`src/rtl/fetch_pkg.sv`:
```
// Shared types and constants for the instruction fetch stage.
// Holds the FSM state enum, special opcodes and default program entry points.
package fetch_pkg;

    localparam int FETCH_PC_W    = 8;
    localparam int FETCH_INSTR_W = 8;

    localparam logic [FETCH_INSTR_W-1:0] HALT_OP    = 8'b1000_1000;
    localparam logic [FETCH_INSTR_W-1:0] ILLEGAL_OP = 8'hFF;

    localparam int DEF_PROG0_BASE = 0;
    localparam int DEF_PROG1_BASE = 93;
    localparam int DEF_PROG2_BASE = 142;

    typedef enum logic [1:0] {
        ST_IDLE   = 2'd0,
        ST_RUN    = 2'd1,
        ST_HALTED = 2'd2,
        ST_ERROR  = 2'd3
    } fetch_state_e;

endpackage

```
`src/rtl/pc_fetch_unit_if.sv`:
```
// Instruction ROM bus between the fetch stage (master) and the ROM (slave).
// pc: fetch address to ROM; instr: combinational ROM read data back.
interface pc_fetch_unit_if #(
    parameter int PC_W    = 8,
    parameter int INSTR_W = 8
);

    logic [PC_W-1:0]    pc;
    logic [INSTR_W-1:0] instr;

    modport master (
        output pc,
        input  instr
    );

    modport slave (
        input  pc,
        output instr
    );

endinterface

```
`src/rtl/pc_next_calc.sv`:
```
// Next-PC arithmetic: sequential increment or relative branch from PC+1.
// Ports: pc_i, branch_i, branch_back_i, branch_off_i in; pc_next_o out (mod 2^PC_W).
module pc_next_calc #(
    parameter int PC_W = 8
) (
    input  logic [PC_W-1:0] pc_i,
    input  logic            branch_i,
    input  logic            branch_back_i,
    input  logic [PC_W-1:0] branch_off_i,
    output logic [PC_W-1:0] pc_next_o
);

    logic [PC_W-1:0] pc_inc;

    assign pc_inc = pc_i + PC_W'(1);

    always_comb begin
        pc_next_o = pc_inc;
        unique case (1'b1)
            !branch_i:
                pc_next_o = pc_inc;
            branch_i && !branch_back_i:
                pc_next_o = pc_inc + branch_off_i;
            branch_i && branch_back_i:
                pc_next_o = pc_inc - branch_off_i;
            default:
                pc_next_o = pc_inc;
        endcase
    end

endmodule

```
`src/rtl/pc_fetch_unit.sv`:
```
// Fetch stage: owns the PC, launches resident programs, follows branches, stops on halt.
// Ports: clk_i, rst_ni, start_i, prog_sel_i, stall_i, branch_i/_back_i/_off_i in;
//   rom (master: pc out, instr in), instr_o, instr_valid_o, busy_o, done_o, err_o, count_o out.
// Optional macro FETCH_ILLEGAL_TRAP_EN: 8'hFF fetch traps to ERROR and raises err_o.
module pc_fetch_unit
    import fetch_pkg::*;
#(
    parameter int PC_W       = FETCH_PC_W,
    parameter int INSTR_W    = FETCH_INSTR_W,
    parameter int PROG0_BASE = DEF_PROG0_BASE,
    parameter int PROG1_BASE = DEF_PROG1_BASE,
    parameter int PROG2_BASE = DEF_PROG2_BASE,
    parameter int CNT_W      = 16
) (
    input  logic                clk_i,
    input  logic                rst_ni,
    input  logic                start_i,
    input  logic [1:0]          prog_sel_i,
    input  logic                stall_i,
    input  logic                branch_i,
    input  logic                branch_back_i,
    input  logic [PC_W-1:0]     branch_off_i,
    pc_fetch_unit_if.master     rom,
    output logic [INSTR_W-1:0]  instr_o,
    output logic                instr_valid_o,
    output logic                busy_o,
    output logic                done_o,
    output logic                err_o,
    output logic [CNT_W-1:0]    count_o
);

    fetch_state_e     state_q, state_d;
    logic [PC_W-1:0]  pc_q, pc_d, pc_nxt, base_pc;
    logic [CNT_W-1:0] cnt_q, cnt_d;
    logic             done_q, done_d;
    logic             is_halt, is_ill, issue, launch, trap;

    assign is_halt = (rom.instr == INSTR_W'(HALT_OP));

`ifdef FETCH_ILLEGAL_TRAP_EN
    assign is_ill = (rom.instr == INSTR_W'(ILLEGAL_OP));
`else
    assign is_ill = 1'b0;
`endif

    always_comb begin
        base_pc = PC_W'(PROG0_BASE);
        unique case (prog_sel_i)
            2'd1:    base_pc = PC_W'(PROG1_BASE);
            2'd2:    base_pc = PC_W'(PROG2_BASE);
            default: base_pc = PC_W'(PROG0_BASE);
        endcase
    end

    pc_next_calc #(
        .PC_W (PC_W)
    ) u_pc_next (
        .pc_i          (pc_q),
        .branch_i      (branch_i),
        .branch_back_i (branch_back_i),
        .branch_off_i  (branch_off_i),
        .pc_next_o     (pc_nxt)
    );

    always_ff @(posedge clk_i or negedge rst_ni) begin
        if (!rst_ni) begin
            state_q <= ST_IDLE;
            pc_q    <= '0;
            cnt_q   <= '0;
            done_q  <= 1'b0;
        end else begin
            state_q <= state_d;
            pc_q    <= pc_d;
            cnt_q   <= cnt_d;
            done_q  <= done_d;
        end
    end

    always_comb begin
        state_d = state_q;
        pc_d    = pc_q;
        cnt_d   = cnt_q;
        done_d  = 1'b0;
        issue   = 1'b0;
        launch  = 1'b0;
        trap    = 1'b0;
        unique case (state_q)
            ST_RUN: begin
                if (!stall_i) begin
                    if (is_halt) begin
                        state_d = ST_HALTED;
                        done_d  = 1'b1;
                    end else if (is_ill) begin
                        state_d = ST_ERROR;
                        done_d  = 1'b1;
                        trap    = 1'b1;
                    end else begin
                        issue = 1'b1;
                        pc_d  = pc_nxt;
                        // Counter saturates rather than wrapping.
                        cnt_d = (&cnt_q) ? cnt_q : cnt_q + CNT_W'(1);
                    end
                end
            end
            default: begin
                if (start_i) begin
                    state_d = ST_RUN;
                    pc_d    = base_pc;
                    cnt_d   = '0;
                    launch  = 1'b1;
                end
            end
        endcase
    end

`ifdef FETCH_ILLEGAL_TRAP_EN
    logic err_q;

    always_ff @(posedge clk_i or negedge rst_ni) begin
        if (!rst_ni) begin
            err_q <= 1'b0;
        end else if (launch) begin
            err_q <= 1'b0;
        end else if (trap) begin
            err_q <= 1'b1;
        end
    end

    assign err_o = err_q;
`else
    logic unused_ok;

    assign unused_ok = launch ^ trap;
    assign err_o     = 1'b0;
`endif

    assign rom.pc        = pc_q;
    assign instr_o       = issue ? rom.instr : '0;
    assign instr_valid_o = issue;
    assign busy_o        = (state_q == ST_RUN);
    assign done_o        = done_q;
    assign count_o       = cnt_q;

endmodule

```
`src/flat_wrapper.sv`:
```
// flat-port wrapper written by rule: the top's interface ports become plain ports
module pc_fetch_unit_flat import fetch_pkg::*;
#(
    parameter int PC_W       = FETCH_PC_W,
    parameter int INSTR_W    = FETCH_INSTR_W,
    parameter int PROG0_BASE = DEF_PROG0_BASE,
    parameter int PROG1_BASE = DEF_PROG1_BASE,
    parameter int PROG2_BASE = DEF_PROG2_BASE,
    parameter int CNT_W      = 16
)
  (clk_i, rst_ni, start_i, prog_sel_i, stall_i, branch_i, branch_back_i, branch_off_i, instr_o, instr_valid_o, busy_o, done_o, err_o, count_o, rom_pc, rom_instr);
  pc_fetch_unit_if #(.PC_W(PC_W), .INSTR_W(INSTR_W)) rom_i ();
  input  logic clk_i;
  input  logic rst_ni;
  input  logic start_i;
  input  logic [1:0] prog_sel_i;
  input  logic stall_i;
  input  logic branch_i;
  input  logic branch_back_i;
  input  logic [PC_W-1:0] branch_off_i;
  output logic [INSTR_W-1:0] instr_o;
  output logic instr_valid_o;
  output logic busy_o;
  output logic done_o;
  output logic err_o;
  output logic [CNT_W-1:0] count_o;
  output wire logic [$bits(rom_i.pc)-1:0] rom_pc;
  input wire logic [$bits(rom_i.instr)-1:0] rom_instr;
  assign rom_pc = rom_i.pc;
  assign rom_i.instr = rom_instr;
  pc_fetch_unit #(.PC_W(PC_W), .INSTR_W(INSTR_W), .PROG0_BASE(PROG0_BASE), .PROG1_BASE(PROG1_BASE), .PROG2_BASE(PROG2_BASE), .CNT_W(CNT_W)) u_core (.clk_i(clk_i), .rst_ni(rst_ni), .start_i(start_i), .prog_sel_i(prog_sel_i), .stall_i(stall_i), .branch_i(branch_i), .branch_back_i(branch_back_i), .branch_off_i(branch_off_i), .rom(rom_i), .instr_o(instr_o), .instr_valid_o(instr_valid_o), .busy_o(busy_o), .done_o(done_o), .err_o(err_o), .count_o(count_o));
endmodule
```
`config.mk`:
```
export PLATFORM = sky130hd
export DESIGN_NAME = pc_fetch_unit_flat
export DESIGN_NICKNAME = d
export VERILOG_FILES = /design/src/rtl/fetch_pkg.sv /design/src/rtl/pc_fetch_unit_if.sv /design/src/rtl/pc_next_calc.sv /design/src/rtl/pc_fetch_unit.sv /design/src/flat_wrapper.sv
export SDC_FILE = /design/constraint.sdc
export NUM_CORES = 1
export LEC_CHECK = 0
export BUFFER_PORTS_ARGS = -buffer_cell sky130_fd_sc_hd__buf_2
export CAP_MARGIN = 0
export CORE_MARGIN = 8
export CORE_UTILIZATION = 30
export DETAILED_ROUTE_END_ITERATION = 8
export PLACE_DENSITY = 0.52
export SYNTH_ARGS = -nofsm -noshare
export SYNTH_HDL_FRONTEND = slang
export SYNTH_SLANG_ARGS = --single-unit
```
`constraint.sdc`:
```
create_clock -name clk_i -period 3.7 [get_ports clk_i]
set_clock_uncertainty 0.05 [all_clocks]
set_input_delay 1.11 -clock clk_i [delete_from_list [all_inputs] [get_ports clk_i]]
set_output_delay 1.11 -clock clk_i [all_outputs]
set_load 0.03 [all_outputs]
```
==> impl.org, run 1 <==
** Drt
- Dividing the detail-routed via count by the number of cells gives roughly 4.7.
- The final layout contains routed wiring with a total length of 5.52 mm.
- The detailed router finished its first iteration with between 60 and 70 violations.
- After detailed routing, the average wire length per cell comes to around 13 um.
- Via count :: 1935
- In the routed design, unresolved DRC markers number 0.
- Number of iterations in the first detailed-routing pass :: 4
- Number of antenna-violating nets in the routed design :: 0

** Synthesis
- Summing every instance area after synthesis gives ~2100 sq um.
- Number of cells produced by synthesis :: between 200 and 300
- Synthesis produced a netlist with a net count of roughly 290.
- Post-Syn Area per Cell :: ~8.3 sq um
- The Yosys step of the flow raised 0 warnings.
- Register area share after synthesis :: 31.8%
- Synthesized flop and latch total :: 27
- Counting distinct cell types in the post-synthesis netlist gives 48.

** Setup path
- Startpoint kind of the worst setup timing path :: primary input
- For flop-to-flop paths, the worst setup slack is between 0.8 and 0.9 ns.
- Endpoint type of the worst setup path :: register
- The most critical setup path has its endpoint at u_core.rom.pc[7].
- In this run the worst path has a maximum fanout of 5.
- The most critical setup path has its startpoint at branch_off_i[0].
- The number of cells on the worst reg-to-reg path is 9.
- STA puts the critical path data required time at ~3.8 ns.
- The startpoint identified for the worst register-to-register timing path is u_core.rom.pc[0].
- Critical register-to-register path endpoint :: u_core.rom.pc[7]
- Critical Setup Path Class :: primary input to register
- CP arrival :: ~3.4 ns

** Cells and area
- The repair_antennas step left the layout with diodes totalling 0.
- The sequential cells in the finished layout cover a total of 676 sq um.
- Measured on the finished design, the core utilization comes to approximately 38%.
- The finished cells cover around 2600 sq um.
- Commonest cells after routing, fill and taps aside :: sky130_fd_sc_hd__buf_2, sky130_fd_sc_hd__nor2_1, sky130_fd_sc_hd__dfrtp_1
- Compared with the post-synthesis result, the final layout area differs by 20.6%.
- Of the cells placed in the final design, the portion with a size suffix greater than 1 is a little under a quarter.
- Counting the fill cells in the layout gives roughly 750.
- Layout net count :: around 350
- Non-Filler Instances :: 409
- The library cell used most frequently in the layout, excluding fill and tap cells, is sky130_fd_sc_hd__buf_2.
- Multi-input gate area :: between 1000 and 1500 sq um

** Placed design
- The congestion estimate from routability-driven global placement came to approximately 0.83.
- Port bufs :: 58
- Worst setup slack after placement :: between 0.04 and 0.05 ns
- The wire-length estimate of the detail-placed layout is roughly 4.4 mm.
- Count of placed standard cells including taps :: 405
- Placed cell area :: 2520 sq um

** Clock network
- Worst-skew pair later-pin latency :: 0.27 ns
- Clock transition at the registers of the reported paths :: approximately 0.090 ns
- Clock tree root buffer cell :: sky130_fd_sc_hd__clkbuf_8
- Clock sink count :: 27
- In this run the number of H-tree levels came out at 1.
- Counting along the longest clock path gives a buffer depth of 2.
- Quantity of gates resized following cts :: 0
- Clock tree synthesis inserted a total of 3 buffers.
- Once the clock tree was built, the setup fixing pass inserted 0 buffers.
- TritonCTS clock tree :: done
- The number of hold buffers added after CTS was 0.

** Floorplan
- Pin placement for this block handled 60 I/O pins.
- The floorplan step defined a die boundary enclosing roughly 10000 sq um.
- Placeable core region :: 6830 sq um
- Die Width :: approximately 100 um
- Starting Density :: 31.1%
- The die is about 100 um tall.
- In this run the core area contains 30 standard-cell rows.

** Run status
- The run finished with clean final reports.

** Power
- Dividing total power by cell area gives a power density of approximately 620 nW/um^2.
- P_leak :: ~1.2 nW
- Across the VDD grid, the largest voltage drop is roughly 0.25 mV.

** Global routing
- The initial antenna violation count was 0.
- The number of global-route vias before repair was slightly above 2000.
- Entering global routing, the biggest net connects 28 pins.
- Total GRT Usage :: a little under an eighth
- Wire length of the first global-routing pass :: between 9 and 10 mm
- Leftover overflow at the end of global routing :: 0

** STA
- Headroom to the max-slew limit came out at 50.1%.
- Counting I/O delays and the setup requirement, the final critical path takes between 3 and 4 ns.
- Post-route worst setup slack :: 0.362 ns
- Final hold violations :: 0
- Setup violations remaining at the end of the flow were counted as 0.
- The final-report max-slew violation count was 0.
- Setup TNS :: 0 ns
- Final period utilization :: 90.2%
- Setup repair after global routing left no endpoint under its margin.
- At the pin with the least slew margin, the transition time is 0.749 ns.
- Highest clock frequency the design can meet :: 300 MHz

** Flow run
- Max-cap violations in this run came to 0.

** Min path
- Hold Crit Class :: register to register
worst min-delay path by stage:
stage	slack, ns	to	depth (start not counted)	startpoint
floorplan	0.45	u_core.state_q[1]	2	u_core.state_q[1]
global placement	0.47	u_core.state_q[1]	2	u_core.state_q[1]
detailed placement	0.47	u_core.state_q[1]	2	u_core.state_q[1]
CTS	0.49	u_core.state_q[1]	2	u_core.state_q[1]
global route	0.51	u_core.state_q[1]	2	u_core.state_q[1]
finish	0.49	u_core.state_q[1]	2	u_core.state_q[1]
Yosys cell counts (all sizes together):
library cell   n  share of area [%]
o21ai         17                4.0
or3            3               0.88
a211oi         3                1.6
a22oi          1               0.35
xnor2         21                8.6
mux2i          2               0.94
o31a           1               0.41
nand3         12                2.8
buf            4                1.4
o22ai          2               0.59
xor2           5                2.1
ha            12                7.1
a32oi          1               0.41
nand2         27                4.9
a21o           4                1.4
dfrtp         27                 32
nand4          4                1.2
and4           5                2.1
o21a           2               0.71
a21oi         11                2.6
mux2           1               0.53
nor4b          3                2.6
o41ai          2               0.82
conb           1               0.18
and2           9                2.6
nor3          10                2.4
or4            2               0.71
a211o          1               0.41
nor2          30                5.3
clkbuf         5               0.88
o211ai         1               0.35
a31oi          1               0.29
nand2b         2               0.94
or2            1               0.29
inv           16                2.8
a21boi         2               0.71
nor2b          1               0.29
and3           1               0.29
o221ai         1               0.41
a31o           1               0.41
fa             1               0.94
cell families (layout without fill, tap and decap cells):
kind of cell	Yosys count	count (layout)	share of synthesized area, %
AO/OA/AOI/OAI	51	51	15.5
XOR/XNOR	26	26	10.7
flip-flops	27	27	31.8
AND/OR/NAND/NOR	110	110	27.3
adder cells (fa/ha/maj)	13	13	8.00
buffers and inverters	25	82	5.06
other	1	1	0.176
multiplexers	3	3	1.47
through the flow:
step	power, mW	hold slack [ns]
floorplan	1.18	0.447
global placement	1.42	0.466
detailed placement	1.43	0.472
CTS	1.60	0.489
global route	1.73	0.514
finish	1.58	0.489
registers in the layout, summed over array words and instances, names as in the netlist:
name            count
u_core.count_o     16
u_core.done_o       1
u_core.state_q      2
u_core.rom.pc       8
layer usage:
| metal | wire (um) | vias up | GRT usage, % |
|---|---|---|---|
| met5 | 0 | - | 0 |
| met4 | 43 | 0 | 2.67 |
| met1 | 2760 | 881 | 15.3 |
| met2 | 2400 | 50 | 18.0 |
| met3 | 314 | 5 | 2.63 |
| li1 | - | 999 | - |
power breakdown:
| part | switching (mW) | internal [mW] | total, mW |
|---|---|---|---|
| registers | 0.108 | 0.363 | 0.471 |
| logic | 0.558 | 0.379 | 0.938 |
| clock network | 0.0934 | 0.0772 | 0.171 |
cell type report:
type	instances	share of cell area (%)
tap	96	4.68
timing repair buffer	62	12.5
sequential	27	26.3
multi-input combinational	204	52.4
clock buffer	4	1.76
inverter	16	2.34
critical path: stages:
cell and delay (ns):
sky130_fd_sc_hd__buf_2 0.12, sky130_fd_sc_hd__inv_1 0.05, sky130_fd_sc_hd__ha_1 0.20, sky130_fd_sc_hd__nand2b_1 0.09
sky130_fd_sc_hd__o21ai_0 0.09, sky130_fd_sc_hd__xor2_1 0.16, sky130_fd_sc_hd__ha_1 0.24, sky130_fd_sc_hd__or4_1 0.51
sky130_fd_sc_hd__o22ai_1 0.17, sky130_fd_sc_hd__xnor2_1 0.17, sky130_fd_sc_hd__nor3_1 0.07, sky130_fd_sc_hd__or4_1 0.46
Power figures use the tool's default switching activity.
==> run 2: changes to the inputs <==
- clock period: 3.7 -> 4.2 ns (I/O delays scaled with it)
==> impl.org, run 2 (synthesized netlist as in run 1, its figures left out) <==
** Placed design
- Count of placed standard cells including taps :: 402 (-0.74%)
- Port bufs :: 58 (unchanged)
- The worst setup timing slack at the placement stage is 0.338 ns (+0.289 ns).
- The last weighted congestion value of the routability-driven placer is 0.922 (+11%).
- The placed wire-length estimate after detailed placement was 4.39 mm (-0.38%).
- The cell area after placement came to 2500 sq um (-0.89%).

** Clock network
- The number of hold buffers added after CTS was 0 (unchanged).
- The latest clock arrival within the worst-skew pair came to 0.27 ns (about the same).
- The TritonCTS sink count was 27 (unchanged).
- The number of clock buffers inserted by TritonCTS came to 3 (unchanged).
- Maximum buffer depth of the clock tree :: 2 (unchanged)
- The quantity of gates resized following cts came to 0 (unchanged).
- CTS placed an instance of sky130_fd_sc_hd__clkbuf_8 at the clock tree root.
- Count of H-tree levels built during CTS :: 1 (unchanged)
- The post-CTS setup-driven buffer insertion count is 0 (unchanged).
- Clock transition at the registers of the reported paths :: 0.09 ns (about the same)
- TritonCTS clock tree :: done

** STA
- The number of failing setup endpoints in the final timing report came to 0 (unchanged).
- Final period utilization :: between 90% and 100%
- Setup TNS :: 0 ns (unchanged)
- The final worst hold slack was 0.487 ns (-0.00167 ns).
- Setup repair after global routing left no endpoint under its margin.
- The worst max-slew margin expressed relative to the limit is 49.3% (-0.82 points).
- Final hold violations :: 0 (unchanged)
- Based on the critical path, the design can be clocked at up to around 260 MHz.
- The worst path in the final design needs a cycle of roughly 3.8 ns, including I/O delays and setup.
- Final-report max-slew violation count :: 0 (unchanged)
- The worst-margin pin slew is 0.761 ns (+0.0123 ns).
- Post-route worst setup slack :: 0.364 ns (+0.00178 ns)

** Setup path
- Slowest CP cell :: sky130_fd_sc_hd__a211oi_4
- The required time at the endpoint of the critical path was 2.89 ns (-0.91 ns).
- STA classifies the critical path startpoint as a primary input.
- Critical Setup Path Class :: primary input to primary output
- CP peak stage delay :: 0.62 ns (+0.11 ns)
- Walking the worst path, the cells encountered are buf_2 -> nor4b_4 -> a211oi_4 -> and2_1 -> buf_2.
- The worst path arrival time is 2.53 ns (-0.91 ns).
- Cell repeated most along the worst path :: sky130_fd_sc_hd__buf_2
- Peak fanout along the critical path :: 19 (+14)
- Endpoint type of the worst setup path :: primary output

** Drt
- The total number of vias is 1930 (-0.26%).
- Detailed-route wire length :: 5.47 mm (-0.82%)
- Number of remaining DRC errors :: 0 (unchanged)
- The per-cell routed wire length was 13.5 um (about the same).
- The remaining antenna violation count after routing came to 0 (unchanged).
- Number of DRC violations after detailed-routing iteration 0 :: 110 (+72%)
- Number of iterations in the first detailed-routing pass :: 4 (unchanged)
- Ratio of routed vias to standard cells :: 4.75 (+0.48%)

** Cells and area
- The share of layout cells above drive strength 1 was 22.6% (-0.74 points).
- Antenna diode count :: 0 (unchanged)
- Non-Filler Instances :: 406 (-0.73%)
- Leading cell type in the layout, fill and taps excluded :: sky130_fd_sc_hd__buf_2
- Compared with the post-synthesis result, the final layout area differs by 19.5%.
- Number of flip-flops under the largest register name :: 16 (unchanged)
- The cell area after layout is 2540 sq um (-0.88%).
- Layout net count :: 348 (-0.85%)
- The final core utilization is 37.2% (-0.33 points).
- In the layout the commonest cells are sky130_fd_sc_hd__buf_2, sky130_fd_sc_hd__nor2_1, sky130_fd_sc_hd__dfrtp_1.

** Global routing
- The largest net degree at the start of global routing was 28 (unchanged).
- Leftover overflow at the end of global routing :: 0 (unchanged)
- The global-route usage over all layers came to 11.3% (-0.18 points).
- Wire length of the first global-routing pass :: 9.43 mm (-1.4%)
- The initial antenna violation count came to 0 (unchanged).
- Number of global-route vias before repair :: 2012 (-0.40%)

** Power
- The overall power was 1.39 mW (-12%).
- The static leakage is 1.21 nW (-1.2%).
- The total power density per cell area was 546 nW/um^2 (-11%).
- Largest vdd supply drop :: 0.214 mV (-15%)

** Floorplan
- The count of boundary I/O pins came to 60 (unchanged).
- The count of standard-cell rows came to 30 (unchanged).
- The height of the die came to 100 um (unchanged).
- The total die area came to 10000 sq um (unchanged).
- The core area is 6830 sq um (unchanged).
- Die Width :: 100 um (unchanged)
- Starting Density :: 31.1% (unchanged)

** Run status
- The flow ran to the end, and the final reports show no timing, DRC or antenna violations.

** Flow run
- Max-cap violations :: 0 (unchanged)

** Min path
- The tightest min-delay check is of the register to register type.
## run 2: cell types whose count changed in the layout (fill, tap and decap cells not counted)
cell / previous run / this run
sky130_fd_sc_hd__buf_4: 4 / 1
## run 2: critical path, delay by kind of cell
kind	cells	cell delay [ns]
simple gates	2	0.35
compound gates	1	0.62
buf+inv	2	0.29
## run 2: final cells by class
cell class | instances | area, sq um
Tap cell | 96 | 120
Multi-Input combinational cell | 204 | 1340
Inverter | 16 | 60.1
Fill cell | 752 | 4290
Sequential cell | 27 | 676
Clock buffer | 4 | 45.0
Timing Repair Buffer | 59 | 298
## run 2: path summary, 6_finish.rpt
kind	start	end	slack [ns]	cells after the start
max	rom_instr[7]	instr_o[2]	0.36	5
min	u_core.state_q[1]	u_core.state_q[1]	0.49	2
max reg2reg	u_core.rom.pc[0]	u_core.rom.pc[7]	1.33	9
min reg2reg	u_core.state_q[1]	u_core.state_q[1]	0.49	2
max in group asynchronous	rst_ni	u_core.count_o[8]	2.75	1
min in group asynchronous	rst_ni	u_core.rom.pc[7]	0.95	1
## run 2: power by group
part	switching [mW]	leakage, nW	internal, mW
clock	0.0794	0.0228	0.0679
sequential	0.0962	0.350	0.320
combinational	0.494	0.833	0.331
## run 2: layer usage
| metal | wire length [um] | share of wire, % | global-route usage [%] |
|---|---|---|---|
| met5 | 0 | 0 | 0 |
| met1 | 2750 | 50 | 14.7 |
| met2 | 2440 | 45 | 18.5 |
| met3 | 269 | 4.9 | 2.42 |
| met4 | 19 | 0.35 | 2.44 |
